File: src/rtl/id_hazard_ctrl_pkg.sv
// Shared types for the ID-stage hazard controller: FSM encoding, shadow-pipeline
// entry layout and default pipeline geometry.
package id_hazard_ctrl_pkg;

  localparam int unsigned DEF_FWD_STG = 2;
  localparam int unsigned DEF_MC_LAT  = 3;
  localparam int unsigned SHD_AW      = 8;

  typedef enum logic [1:0] {
    ST_RUN     = 2'd0,
    ST_MC_BUSY = 2'd1,
    ST_HALT    = 2'd2
  } hz_state_e;

  // One in-flight instruction as seen by the hazard logic; dst is zero-extended.
  typedef struct packed {
    logic              valid;
    logic              we;
    logic [SHD_AW-1:0] dst;
    logic              load;
    logic              hlt;
  } shd_ent_t;

  localparam shd_ent_t SHD_BUBBLE = '0;

endpackage

File: src/rtl/id_fwd_match.sv
// Per-read-port comparator: youngest matching producer among the shadow stages,
// plus a flag for a load still in stage 0 (load-use hazard).
module id_fwd_match
  import id_hazard_ctrl_pkg::*;
#(
  parameter int unsigned REG_AW  = 4,
  parameter int unsigned FWD_STG = DEF_FWD_STG
) (
  input  logic                     re,
  input  logic [REG_AW-1:0]        addr,
  input  shd_ent_t [FWD_STG-1:0]   stg,
  output logic [FWD_STG-1:0]       sel_c,
  output logic                     load_hit_c
);

  logic [FWD_STG-1:0] hit;
  logic [FWD_STG-1:0] unused_hlt;

  always_comb begin
    sel_c      = '0;
    load_hit_c = 1'b0;
    hit        = '0;
    unused_hlt = '0;
    for (int k = 0; k < FWD_STG; k++) begin
      unused_hlt[k] = stg[k].hlt;
      hit[k] = re && (addr != '0) && stg[k].valid && stg[k].we &&
               (stg[k].dst == SHD_AW'(addr));
    end
    load_hit_c = hit[0] && stg[0].load;
    // Walk oldest to youngest so the youngest producer overwrites older ones.
    for (int k = FWD_STG - 1; k >= 0; k--) begin
      if (hit[k] && !(k == 0 && stg[k].load)) begin
        sel_c    = '0;
        sel_c[k] = 1'b1;
      end
    end
  end

endmodule

File: src/rtl/id_hazard_ctrl.sv
// Decode-stage hazard controller: shadow pipeline of in-flight writers, load-use
// stall, multi-cycle EX hold, flush squashing, HLT handling and bypass selects.
module id_hazard_ctrl
  import id_hazard_ctrl_pkg::*;
#(
  parameter int unsigned NUM_RD      = 2,
  parameter int unsigned REG_AW      = 4,
  parameter int unsigned FWD_STG     = DEF_FWD_STG,
  parameter int unsigned MC_LAT      = DEF_MC_LAT,
  parameter int unsigned FLUSH_DEPTH = 2
) (
  input  logic                        clk,
  input  logic                        rst,
  input  logic                        id_valid,
  input  logic [NUM_RD-1:0]           id_re,
  input  logic [NUM_RD*REG_AW-1:0]    id_rd_addr,
  input  logic                        id_we,
  input  logic [REG_AW-1:0]           id_dst,
  input  logic                        id_load,
  input  logic                        id_mc,
  input  logic                        id_hlt,
  input  logic                        flow_change,
  output logic                        stall_if,
  output logic                        bubble_ex,
  output logic                        hold_ex,
  output logic [NUM_RD*FWD_STG-1:0]   byp_sel,
  output logic                        halted
);

  localparam int unsigned MC_W = 4;
  localparam int unsigned FL_W = 2;

  hz_state_e                   fsm_q, fsm_d;
  logic [MC_W-1:0]             mc_cnt_q, mc_cnt_d;
  logic [FL_W-1:0]             flush_cnt_q, flush_cnt_d;
  shd_ent_t [FWD_STG-1:0]      stg_q, stg_d;
  logic [NUM_RD*FWD_STG-1:0]   byp_q, byp_d;
  logic                        halted_q, halted_d;

  logic [FWD_STG-1:0]          sel [NUM_RD];
  logic [NUM_RD-1:0]           ld_hit;
  logic                        squash, busy, halt_st, load_use, stall, issue;
  shd_ent_t                    ent_new;

  for (genvar p = 0; p < NUM_RD; p++) begin : g_port
    id_fwd_match #(
      .REG_AW  (REG_AW),
      .FWD_STG (FWD_STG)
    ) u_match (
      .re         (id_re[p]),
      .addr       (id_rd_addr[p*REG_AW +: REG_AW]),
      .stg        (stg_q),
      .sel_c      (sel[p]),
      .load_hit_c (ld_hit[p])
    );
  end

  // Hazard decisions; squash outranks every stall source.
  always_comb begin
    squash   = flow_change || (flush_cnt_q != '0);
    busy     = (fsm_q == ST_MC_BUSY);
    halt_st  = (fsm_q == ST_HALT);
    load_use = id_valid && (|ld_hit);
    stall    = !squash && (halt_st || busy || load_use);
    issue    = id_valid && !stall && !squash && !busy && !halt_st;
  end

  assign stall_if  = !rst && stall;
  assign hold_ex   = !rst && busy;
  assign bubble_ex = !rst && (squash || (load_use && !busy && !halt_st));
  assign byp_sel   = byp_q;
  assign halted    = halted_q;

  always_comb begin
    fsm_d       = fsm_q;
    mc_cnt_d    = mc_cnt_q;
    flush_cnt_d = flush_cnt_q;
    stg_d       = stg_q;
    byp_d       = '0;
    halted_d    = halted_q;

    ent_new.valid = 1'b1;
    ent_new.we    = id_we;
    ent_new.dst   = SHD_AW'(id_dst);
    ent_new.load  = id_load;
    ent_new.hlt   = id_hlt;

    if (flow_change) flush_cnt_d = FL_W'(FLUSH_DEPTH - 1);
    else if (flush_cnt_q != '0) flush_cnt_d = flush_cnt_q - FL_W'(1);

    // While EX is held, stage 0 keeps the multi-cycle op and stage 1 gets a bubble.
    if (busy) stg_d[0] = stg_q[0];
    else      stg_d[0] = issue ? ent_new : SHD_BUBBLE;
    for (int k = 1; k < FWD_STG; k++) begin
      stg_d[k] = (busy && k == 1) ? SHD_BUBBLE : stg_q[k-1];
    end

    if (issue) begin
      for (int p = 0; p < NUM_RD; p++) byp_d[p*FWD_STG +: FWD_STG] = sel[p];
    end

    halted_d = halted_q || (stg_q[FWD_STG-1].valid && stg_q[FWD_STG-1].hlt);

    case (fsm_q)
      ST_RUN: begin
        if (issue && id_hlt) begin
          fsm_d = ST_HALT;
        end else if (issue && id_mc) begin
          fsm_d    = ST_MC_BUSY;
          mc_cnt_d = MC_W'(MC_LAT - 1);
        end
      end
      ST_MC_BUSY: begin
        if (mc_cnt_q == '0) fsm_d = ST_RUN;
        else                mc_cnt_d = mc_cnt_q - MC_W'(1);
      end
      ST_HALT: fsm_d = ST_HALT;
      default: fsm_d = ST_RUN;
    endcase
  end

  always_ff @(posedge clk or posedge rst) begin
    if (rst) begin
      fsm_q       <= ST_RUN;
      mc_cnt_q    <= '0;
      flush_cnt_q <= '0;
      stg_q       <= '0;
      byp_q       <= '0;
      halted_q    <= 1'b0;
    end else begin
      fsm_q       <= fsm_d;
      mc_cnt_q    <= mc_cnt_d;
      flush_cnt_q <= flush_cnt_d;
      stg_q       <= stg_d;
      byp_q       <= byp_d;
      halted_q    <= halted_d;
    end
  end

endmodule

File: config.mk
export PLATFORM = sky130hd
export DESIGN_NAME = id_hazard_ctrl
export DESIGN_NICKNAME = d
export VERILOG_FILES = /design/src/rtl/id_hazard_ctrl_pkg.sv /design/src/rtl/id_fwd_match.sv /design/src/rtl/id_hazard_ctrl.sv
export SDC_FILE = /design/constraint.sdc
export NUM_CORES = 1
export LEC_CHECK = 0
export CAP_MARGIN = 15
export CORE_MARGIN = 5
export CORE_UTILIZATION = 55
export CTS_CLUSTER_DIAMETER = 150
export DETAILED_ROUTE_END_ITERATION = 16
export GPL_ROUTABILITY_DRIVEN = 0
export PLACE_DENSITY_LB_ADDON = 0.12
export SYNTH_ARGS = -nofsm -noshare
export SYNTH_HDL_FRONTEND = slang
export SYNTH_SLANG_ARGS = --single-unit
File: constraint.sdc
create_clock -name clk -period 5.5 [get_ports clk]
set_input_delay 0.825 -clock clk [delete_from_list [all_inputs] [get_ports clk]]
set_output_delay 0.825 -clock clk [all_outputs]
set_load 0.005 [all_outputs]
# Word-level counts from Yosys, hierarchy flattened
# Index checks and enable logic that the tools add are counted.
# classes
addsub	2
mux	17
n_reduce_logical	53
n_eq_ne	11
# ops
operator	n
$eq A8 B4 Y1	4
$logic_and A1 B1 Y1	32
$mux W12	2
$mux W2	9
$mux W4	4
$pmux W4 S2	1
$reduce_bool A4 Y1	2
$logic_not A1 Y1	6
$ne A2 B2 Y1 const B	3
$pmux W2 S3	1
$reduce_bool A2 Y1	3
$logic_or A1 B1 Y1	5
$logic_not A4 Y1	1
$reduce_and A4 Y1	1
$sub A4 B1 Y4 const B	1
$ne A3 B3 Y1 const B	1
$eq A2 B1 Y1 const B	1
$eq A2 B2 Y1 const B	1
$logic_not A2 Y1	1
$ne A2 B1 Y1 const B	1
$reduce_and A2 Y1	1
$reduce_or A2 Y1	1
$sub A2 B1 Y2 const B	1
# totals
regBits	36
elab_cells	97

# Depth between registers and ports, before layout
# Gate-level depths: netlist (run 1).
# logic_depth
word_depth	19
depth_mapped	8

# By module
# From an unflattened synthesis (run 1), not the netlist that was laid out.
# hier_totals
cells_unflattened	154
hier_area_um2	1665.3
# modules_own_cells
module	area_per_inst_um2	n_inst	cells_each
id_hazard_ctrl	1320.0	1	114
id_fwd_match	172.7	2	20

# Least setup slack after synthesis (run 1)
# Ideal clock, no wire load.
# synth_timing
path_type	input -> output
from	input port id_rd_addr[0]
to	output port bubble_ex
t_required_ns	4.675
n_path_buf	0
stages	6
slack_ns	2.828
arrival_ns	1.847
path_cell_list	o41a_1 > nand4_1 > or4_1 > a21oi_1 > nand2_1 > a21oi_1
# synth_via
elab_chain_cells	12
# synth_lines
element	line_no	rtl
from (decl)	id_hazard_ctrl.sv:16	input logic [NUM_RD*REG_AW-1:0] id_rd_addr,
$reduce_bool A4 Y1	id_fwd_match.sv:26	hit[k] = re && (addr != '0) && stg[k].valid && stg[k].we &&
$logic_and A1 B1 Y1 (3 in series)	id_fwd_match.sv:26	
$logic_and A1 B1 Y1 *	id_fwd_match.sv:26	
$logic_and A1 B1 Y1 *	id_fwd_match.sv:29	load_hit_c = hit[0] && stg[0].load;
$reduce_or A2 Y1 *	id_hazard_ctrl.sv:63	load_use = id_valid && (|ld_hit);
$logic_and A1 B1 Y1 *	id_hazard_ctrl.sv:63	
$logic_and A1 B1 Y1 * (2 in series)	id_hazard_ctrl.sv:70	assign bubble_ex = !rst && (squash || (load_use && !busy && !halt_st));
$logic_or A1 B1 Y1 *	id_hazard_ctrl.sv:70	
$logic_and A1 B1 Y1 *	id_hazard_ctrl.sv:70	
to (decl)	id_hazard_ctrl.sv:24	output logic bubble_ex,
# Mark *: on every way between the ends. The rest lies on a longest branch, timed or not.

# Final worst setup path (run 1)
# Same ends and word-level chain as after synthesis.

==> metrics.md, run 1 <==
| Metric | Value |
|---|---|
| Status | `finished clean` |
| P_leak | `approximately 0.0009 uW` |
| ANT nets after route | `0` |
| Kind of critical path | `primary input to output port` |
| Worst Max-Slew Pin Slew | `809 ps` |
| Tmin final | `~3800 ps` |
| Initial core utilization | `between 50% and 60%` |
| Pwr dens | `approximately 270 nW/um^2` |
| Clock Sink Count | `28` |
| Htree depth | `1` |
| TritonCTS clock tree | `yes` |
| Via/cell ratio | `approximately 5.7` |
| Register area share after synthesis | `around 45%` |
| Final WL | `between 3 and 4 mm` |
| Fmax | `roughly 260 MHz` |
| TritonRoute pass-1 iters | `5` |
| CP Max Fanout | `3` |
| Slew Limit Fails | `0` |
| Largest cells by area after synthesis | `dfrtp_1 45%, xor2_1 6.2%, ha_1 4.8%` |
| Initial antenna violation count | `0` |
| Post-synthesis instance total | `approximately 150` |
| Cts repair resizes | `0` |
| Synthesized area | `around 1600 sq um` |
| Yosys cell types | `between 40 and 50` |
| Period utilization | `approximately 70%` |
| Synth Register Bits | `28` |
| Share of post-route cells with drive strength above 1 | `9.39%` |
| Setup Viol. Count Final | `0` |
| Most used flip-flop cell after synthesis | `dfrtp_1` |
| Die Y-Extent | `between 60 and 70 um` |
| Number of global-route vias before repair | `1248` |
| Clock skew | `around 5.1 ps` |
| Syn_nets | `roughly 180` |
| Final nets | `between 200 and 250` |
| Max cap viols | `0` |
| Overall Global Routing Usage | `between 15 and 20%` |
| Root buffer cell | `clkbuf_4` |
| Cell taking the most area after synthesis | `dfrtp_1` |
| Die area | `~4000 sq um` |
| Total number of placement rows | `19` |
| Setup Buffers After CTS | `0` |
| DP HPWL | `2.54 mm` |
| Gr ovfl total | `0` |
| Startpoint types | `primary input` |
| Post-synth EDFFs | `0` |
| Die W | `about 63 um` |
| Ant. Diodes | `0` |
| Final Util | `70.8%` |
| HP Class | `flip-flop to flip-flop` |
| Synth Area per Inst | `slightly above 10 sq um` |
| First-pass GRT wire length | `about 5.8 mm` |
| Clock Path Buffers | `2` |
| Hold-fix buffers, CTS | `0` |
| Pin count of the biggest net entering global routing | `29` |
| Synth warn | `0` |
| Post-synth ARST share | `100%` |
| Core area | `roughly 2700 sq um` |
| Setup crit end kind | `output port` |
| Fillers | `208` |
| I/O Pins | `30` |
| Clk Latency, worst-skew pair | `approximately 330 ps` |
| Pwr Total | `approximately 520 uW` |
| RSZ-0062 raised after global routing | `false` |
| Area growth, synth to finish | `23.6%` |
| Via count | `roughly 1200` |
| Critical Path RT | `4680 ps` |
| Setup_tns | `0 ps` |
| Final hold violations | `0` |
| PortBufs | `29` |
| # DRC | `0` |
| Worst vdd ir | `about 230 uV` |
| CTS buffer count | `3` |
| Crit path DAT | `around 3000 ps` |
| Starting DRT DRC Count | `between 60 and 70` |
| Post-synth top area share | `44.7%` |
| Reg clk slew, reported paths | `150 ps` |
| Routed wire per std cell | `between 15 and 20 um` |
| Relative slew slack | `between 40% and 50%` |
cells in the final DEF (no fill, tap or decap), types with 2 or more instances in the layout:
master / n
clkdlybuf4s50_1: 29
dfrtp_1: 28
nand2_1: 14
xor2_1: 11
nor2b_1: 10
nor2_1: 10
inv_1: 9
xnor2_1: 6
nor3_1: 6
a22o_1: 6
ha_1: 6
nand3_1: 5
a21oi_1: 4
clkbuf_4: 3
nand4_1: 2
or2_2: 2
nor4_1: 2
through the flow:
stage / std cells / hold WS (ps) / setup WS, ps / area [sq um]
after floorplan: 151 / 430 / 2830 / 1570
after global placement: 208 / 444 / 1720 / 1880
after detailed placement: 208 / 444 / 1680 / 1880
after CTS: 212 / 482 / 1670 / 1940
after global routing: 212 / 514 / 1510 / 1940
final: 212 / 476 / 1670 / 1940
path summary, 6_finish.rpt:
check / startpoint / endpoint / slack [ps] / cells past startpoint
max: id_rd_addr[0] / bubble_ex / 1670 / 8
max in group asynchronous: rst / stg_q[14] / 4310 / 3
min: halted / halted / 480 / 1
min reg2reg: halted / halted / 480 / 1
max reg2reg: fsm_q[1] / byp_sel[3] / 2720 / 7
min in group asynchronous: rst / flush_cnt_q[1] / 930 / 3
sequential cells by signal, summed over array words and instances (netlist names):
signal and cells:
stg_q 15, byp_sel 4, mc_cnt_q 4, flush_cnt_q 2, fsm_q 2, halted 1
worst max-delay path, stage by stage:
cell	delay [ps]
clkdlybuf4s50_1	550
o41a_1	210
nand4_1	130
or4_1	430
a21oi_1	140
nand2_1	70
a21oi_1	140
clkdlybuf4s50_1	510
routing by layer:
layer | up-vias | track usage (%) | part of all wire, %
li1 | 582 | - | -
met1 | 582 | 24.2 | 46
met2 | 33 | 27.8 | 47
met3 | 7 | 4.09 | 5.2
met4 | 0 | 6.23 | 1.9
met5 | - | 0 | 0
synthesized netlist by cell type (all sizes together), types with 4 or more instances:
master / number
dfrtp: 28
nand2: 14
xor2: 11
nor2: 10
nor2b: 10
inv: 9
nor3: 7
a22o: 6
ha: 6
xnor2: 6
nand3: 5
a21oi: 4
area by class of cell:
type | count | area (sq um) | area share [%]
multi-input cells | 110 | 812 | 42.0
flip-flops and latches | 28 | 701 | 36.2
repair buffers | 30 | 298 | 15.4
well taps | 31 | 38.8 | 2.00
inverters | 9 | 33.8 | 1.75
clock inverters | 1 | 30.0 | 1.55
clock buffers | 3 | 22.5 | 1.16
power by group:
part | switching [uW] | internal [uW] | total (uW) | leakage (uW)
combinational | 76.8 | 72.4 | 149 | 0.000476
sequential | 12.1 | 221 | 233 | 0.000373
clock | 62.5 | 73.7 | 136 | 0.0000279
total | 151 | 367 | 519 | 0.000877
cells by family after synthesis:
family / after synthesis / synth area share [%]
buffers and inverters: 13 / 3.43
and+or+nand+nor: 60 / 20.4
DFF: 28 / 44.7
AOI/OAI and AO/OA: 26 / 16.2
adders and majority gates: 6 / 4.79
xor gates and xnor gates: 17 / 9.50
muxes: 1 / 0.958
Note: power is estimated with default switching activity, not from simulation.
==> run 2: changes to the inputs <==
- CORE_UTILIZATION: 55 -> 46
- clock period: 5.5 -> 3.1 ns (I/O delays scaled with it)
==> run 2 against run 1 <==
  * Sequential power grew 77%
  * Sequential cell count is the same
  * Final area grew 4.4%
  * Power grew 78%
  * Clock power grew 77%
  * First-iteration DRC count shrank 33%
  * Global-route usage shrank 1.5 points
  * Hold slack gained 10 ps
  * Non-clock buffer count grew 8
  * Highest routed layer unchanged
==> metrics.md, run 2 (same netlist as run 1, synthesis figures left out) <==
| Metric | Value |
|---|---|
| Status | `finished clean` |
| P_leak | `between 0.0009 and 0.001 uW` |
| Slew Limit Fails | `0` |
| Overall Global Routing Usage | `approximately 16%` |
| Slowest-stage cell, CP | `clkdlybuf4s50_1` |
| TritonCTS clock tree | `yes` |
| Fillers | `303` |
| Final nets | `218` |
| Reg with most FFs | `stg_q` |
| Crit path DAT | `roughly 2500 ps` |
| Reg area | `approximately 700 sq um` |
| I/O Pins | `30` |
| ANT nets after route | `0` |
| Hold Path Cell Cnt | `1` |
| Gr ovfl total | `0` |
| Period utilization | `about 95%` |
| Startpoint types | `primary input` |
| Reg2reg start | `flush_cnt_q[0]` |
| Setup crit end kind | `output port` |
| Pwr dens | `457 nW/um^2` |
| Via count | `1230` |
| First-pass GRT wire length | `5.79 mm` |
| Worst r2r path cells | `8` |
| WHS Endpoint | `halted` |
| Multi-input logic area | `820 sq um` |
| Clock Path Buffers | `2` |
| Reg clk slew, reported paths | `approximately 150 ps` |
| Htree depth | `1` |
| Switch Pwr | `roughly 270 uW` |
| Max cap viols | `0` |
| DP HPWL | `around 2.6 mm` |
| PortBufs | `29` |
| Max reg flops | `15` |
| Share of post-route cells with drive strength above 1 | `between 10% and 20%` |
| Leading cell type in the layout, fill and taps excluded | `dfrtp_1` |
| CP Max Fanout | `2` |
| R2R Setup Slk | `about 950 ps` |
| Ant. Diodes | `0` |
| Place WS | `-24.2 ps` |
| Clock Sink Count | `28` |
| HP Class | `flip-flop to flip-flop` |
| Worst path most repeated cell | `clkdlybuf4s50_1` |
| Clk Latency, worst-skew pair | `roughly 330 ps` |
| Total number of placement rows | `21` |
| Worst vdd ir | `about 340 uV` |
| CTS buffer count | `3` |
| Clock power frac | `about a quarter` |
| Die Y-Extent | `68.4 um` |
| Final WL | `about 3.4 mm` |
| Die area | `between 4000 and 5000 sq um` |
| Final hold violations | `0` |
| # DRC | `0` |
| Placed inst area | `between 1500 and 2000 sq um` |
| Via/cell ratio | `around 5.2` |
| Routed wire per std cell | `~14 um` |
| Worst Max-Slew Pin Slew | `387 ps` |
| Die W | `~68 um` |
| Most frequent cells in the layout | `28 x dfrtp_1, 25 x clkdlybuf4s50_1, 14 x nand2_1` |
| Final instance area | `about 2000 sq um` |
| Clock skew | `~8.7 ps` |
| Switching Share | `~30%` |
| Final setup margin | `roughly 140 ps` |
| Sequential Power Share | `44.7%` |
| Root buffer cell | `clkbuf_4` |
| Initial antenna violation count | `0` |
| RR Endpoint | `byp_sel[3]` |
| Worst hold start | `stg_q[12]` |
| P_int | `around 650 uW` |
| Area growth, synth to finish | `29.0%` |
| Critical Path RT | `approximately 2600 ps` |
| CP Cell Sequence | `clkdlybuf4s50_1, o41a_1, nand4_1, or4_4, a21oi_2, nand2_1, a21oi_1, clkdlybuf4s50_1` |
| TritonRoute pass-1 iters | `4` |
| CP peak stage delay | `510 ps` |
| Starting DRT DRC Count | `43` |
| Core area | `3310 sq um` |
| Tmin final | `approximately 3000 ps` |
| Number of global-route vias before repair | `between 1000 and 1500` |
| Pwr Total | `923 uW` |
| Kind of critical path | `primary input to output port` |
| Initial core utilization | `a little under half` |
| Power share of the combinational group | `29.2%` |
| RSZ-0062 raised after global routing | `false` |
| Relative slew slack | `around three quarters` |
| Pin count of the biggest net entering global routing | `29` |
| Fmax | `338 MHz` |
| Setup Viol. Count Final | `0` |
-- run 2: worst max-delay path by stage --
stage / startpoint / slack, ps / endpoint
after floorplan: id_rd_addr[5] / 1050 / mc_cnt_q[1]
after global placement: id_rd_addr[3] / 3 / bubble_ex
after detailed placement: id_rd_addr[3] / -20 / bubble_ex
after CTS: id_rd_addr[0] / 0.4 / bubble_ex
after global routing: id_re[0] / 40 / bubble_ex
final: id_re[0] / 140 / bubble_ex
-- run 2: stage by stage --
stage               TNS (ps)  cells  utilization [%]  hold slack [ps]
floorplan                  0    151                -              430
global placement           0    229             58.8              450
detailed placement     -24.2    229             58.8              456
CTS                        0    233             60.4              489
global route               0    235             61.0              507
finish                     0    235             61.0              486
-- run 2: worst max-delay path, delay by kind of cell --
kind | cells | cell delay, ps
AO/OA/AOI/OAI | 3 | 440
buffers and inverters | 2 | 970
AND/OR/NAND/NOR | 3 | 610
-- run 2: area by class of cell --
| type | count | area share (%) |
|---|---|---|
| inverters | 9 | 1.67 |
| flip-flops and latches | 28 | 34.7 |
| well taps | 46 | 2.85 |
| clock buffers | 3 | 1.11 |
| multi-input cells | 110 | 40.6 |
| repair buffers | 38 | 17.6 |
| clock inverters | 1 | 1.49 |
-- run 2: timing repair --
action | in CTS | in global routing
gates resized for setup | 4 | 2
setup buffers | 0 | 2
hold buffers | 0 | 0
pin swaps | 0 | 2
setup endpoints to repair | 1 | 1
-- run 2: layer usage --
metal,wire length [um],up-vias,track usage (%)
li1,-,602,-
met1,1440,591,19.7
met2,1730,29,29.6
met3,149,8,2.79
met4,52,0,4.71
met5,0,-,0
-- run 2: power by group through the flow --
stage	clock network, uW	registers (uW)	logic [uW]
5_1_grt	259	417	303
4_1_cts	244	413	272
6_report	241	413	270
3_3_place_gp	0	418	261
2_1_floorplan	0	415	192
3_5_place_dp	0	420	270
==> run 3: changes to the inputs <==
- PLACE_DENSITY: default -> 0.8
- PLACE_DENSITY_LB_ADDON: 0.12 -> default
==> run 3 against run 2 <==
  * Die area unchanged
  * Global-route usage down 0.76 points
  * Critical path depth down 2
  * Fmax up 1.7%
  * Non-clock buffer count down 3
  * Sequential share of layout area up 0.33 points
  * First-iteration DRC count down 16%
  * Setup slack better by 50 ps
==> metrics.md, run 3 (same netlist as run 1, synthesis figures left out) <==
| Metric | Value |
|---|---|
| Status | `finished clean` |
| Total number of placement rows | `21` |
| CTS buffer count | `3` |
| Startpoint types | `primary input` |
| PortBufs | `29` |
| Routed wire per std cell | `between 10 and 15 um` |
| Worst r2r path cells | `7` |
| Crit path DAT | `2440 ps` |
| Overall Global Routing Usage | `15.6%` |
| Die W | `roughly 70 um` |
| DP HPWL | `approximately 2.6 mm` |
| Final nets | `215` |
| Clk Latency, worst-skew pair | `just over 300 ps` |
| Max cap viols | `0` |
| TritonRoute pass-1 iters | `4` |
| Worst Setup EP | `stall_if` |
| Starting DRT DRC Count | `36` |
| HP Class | `flip-flop to flip-flop` |
| Initial antenna violation count | `0` |
| Relative slew slack | `60.8%` |
| Ant. Diodes | `0` |
| WHS | `a little under 500 ps` |
| Via count | `between 1000 and 1500` |
| Reg clk slew, reported paths | `roughly 150 ps` |
| RR Endpoint | `fsm_q[0]` |
| Htree depth | `1` |
| Reg with most FFs | `stg_q` |
| I/O Pins | `30` |
| Gr ovfl total | `0` |
| Area growth, synth to finish | `27.8%` |
| Worst Max-Slew Pin Slew | `~580 ps` |
| RSZ-0062 raised after global routing | `false` |
| Critical Path Start | `id_rd_addr[5]` |
| TritonCTS clock tree | `yes` |
| Share of post-route cells with drive strength above 1 | `between 10% and 20%` |
| Setup crit end kind | `output port` |
| Die Y-Extent | `a little under 70 um` |
| Die area | `approximately 4700 sq um` |
| Period utilization | `between 90% and 100%` |
| P_leak | `around 0.00092 uW` |
| Leading cell type in the layout, fill and taps excluded | `dfrtp_1` |
| Pwr dens | `between 400 and 500 nW/um^2` |
| Fmax | `roughly 340 MHz` |
| Clock Path Buffers | `2` |
| Final hold violations | `0` |
| # DRC | `0` |
| Max reg flops | `15` |
| Setup_tns | `0 ps` |
| Core area | `between 3000 and 4000 sq um` |
| Clock skew | `5.55 ps` |
| CP Max Fanout | `3` |
| Root buffer cell | `clkbuf_4` |
| Slew Limit Fails | `0` |
| R2R Setup Slk | `about 800 ps` |
| Initial core utilization | `roughly 47%` |
| First-pass GRT wire length | `around 5.6 mm` |
| ANT nets after route | `0` |
| Most frequent cells in the layout | `28 x dfrtp_1, 24 x clkdlybuf4s50_1, 14 x nand2_1` |
| Tmin final | `2910 ps` |
| Via/cell ratio | `between 5 and 6` |
| Reg2reg start | `fsm_q[1]` |
| Number of global-route vias before repair | `about 1300` |
| Worst vdd ir | `231 uV` |
| Setup Viol. Count Final | `0` |
| Kind of critical path | `primary input to output port` |
| Hold-fix buffers, CTS | `0` |
| Pin count of the biggest net entering global routing | `29` |
| Final WL | `between 3 and 4 mm` |
| Critical Path RT | `between 2000 and 3000 ps` |
| Pwr Total | `between 900 and 1000 uW` |
| Clock Sink Count | `28` |
[run 3: timing repair]
item | CTS | global route
setup buffers | 0 | 1
gates resized for setup | 6 | 2
pin swaps | 0 | 1
endpoints found under the setup margin | 1 | 1
[run 3: metal layers]
| layer | global-route usage (%) | up-vias | routed length, um |
|---|---|---|---|
| met5 | 0 | - | 0 |
| met4 | 2.98 | 0 | 10 |
| met3 | 2.63 | 2 | 132 |
| met2 | 30.0 | 24 | 1840 |
| met1 | 18.0 | 616 | 1400 |
| li1 | - | 596 | - |
[run 3: final cells by class]
type | instances | area (sq um)
clock inverters | 1 | 30.0
flip-flops and latches | 28 | 701
well taps | 46 | 57.6
repair buffers | 35 | 333
clock buffers | 3 | 22.5
multi-input cells | 110 | 825
inverters | 9 | 33.8
fillers | 287 | 1310
[run 3: worst min-delay path by stage]
stage / startpoint / end / slack [ps] / depth (start not counted)
after floorplan: stg_q[12] / halted / 430 / 1
after global placement: stg_q[12] / halted / 450 / 1
after detailed placement: stg_q[12] / halted / 460 / 1
after CTS: stg_q[12] / halted / 490 / 1
after global routing: halted / halted / 510 / 1
final: stg_q[12] / halted / 490 / 1
[run 3: stage by stage]
stage | setup slack [ps] | std cells | utilization [%] | instance area, sq um
after detailed placement | -45.3 | 227 | 58.4 | 1930
after floorplan | 1050 | 151 | - | 1570
final | 195 | 232 | 60.5 | 2000
after CTS | 8.04 | 231 | 60.0 | 1990
after global placement | -0.251 | 227 | 58.4 | 1930
after global routing | 105 | 232 | 60.5 | 2000
[run 3: critical path: stages]
cell	delay, ps
clkdlybuf4s50_1	490
o41ai_2	450
nor3_2	110
a31o_4	260
o211a_1	220
clkdlybuf4s50_1	450
[run 3: where the power goes]
group | leakage, uW | internal, uW | switching (uW)
logic | 0.000518 | 128 | 142
clock network | 0.0000279 | 131 | 101
registers | 0.000373 | 392 | 23.4
total | 0.000920 | 651 | 267
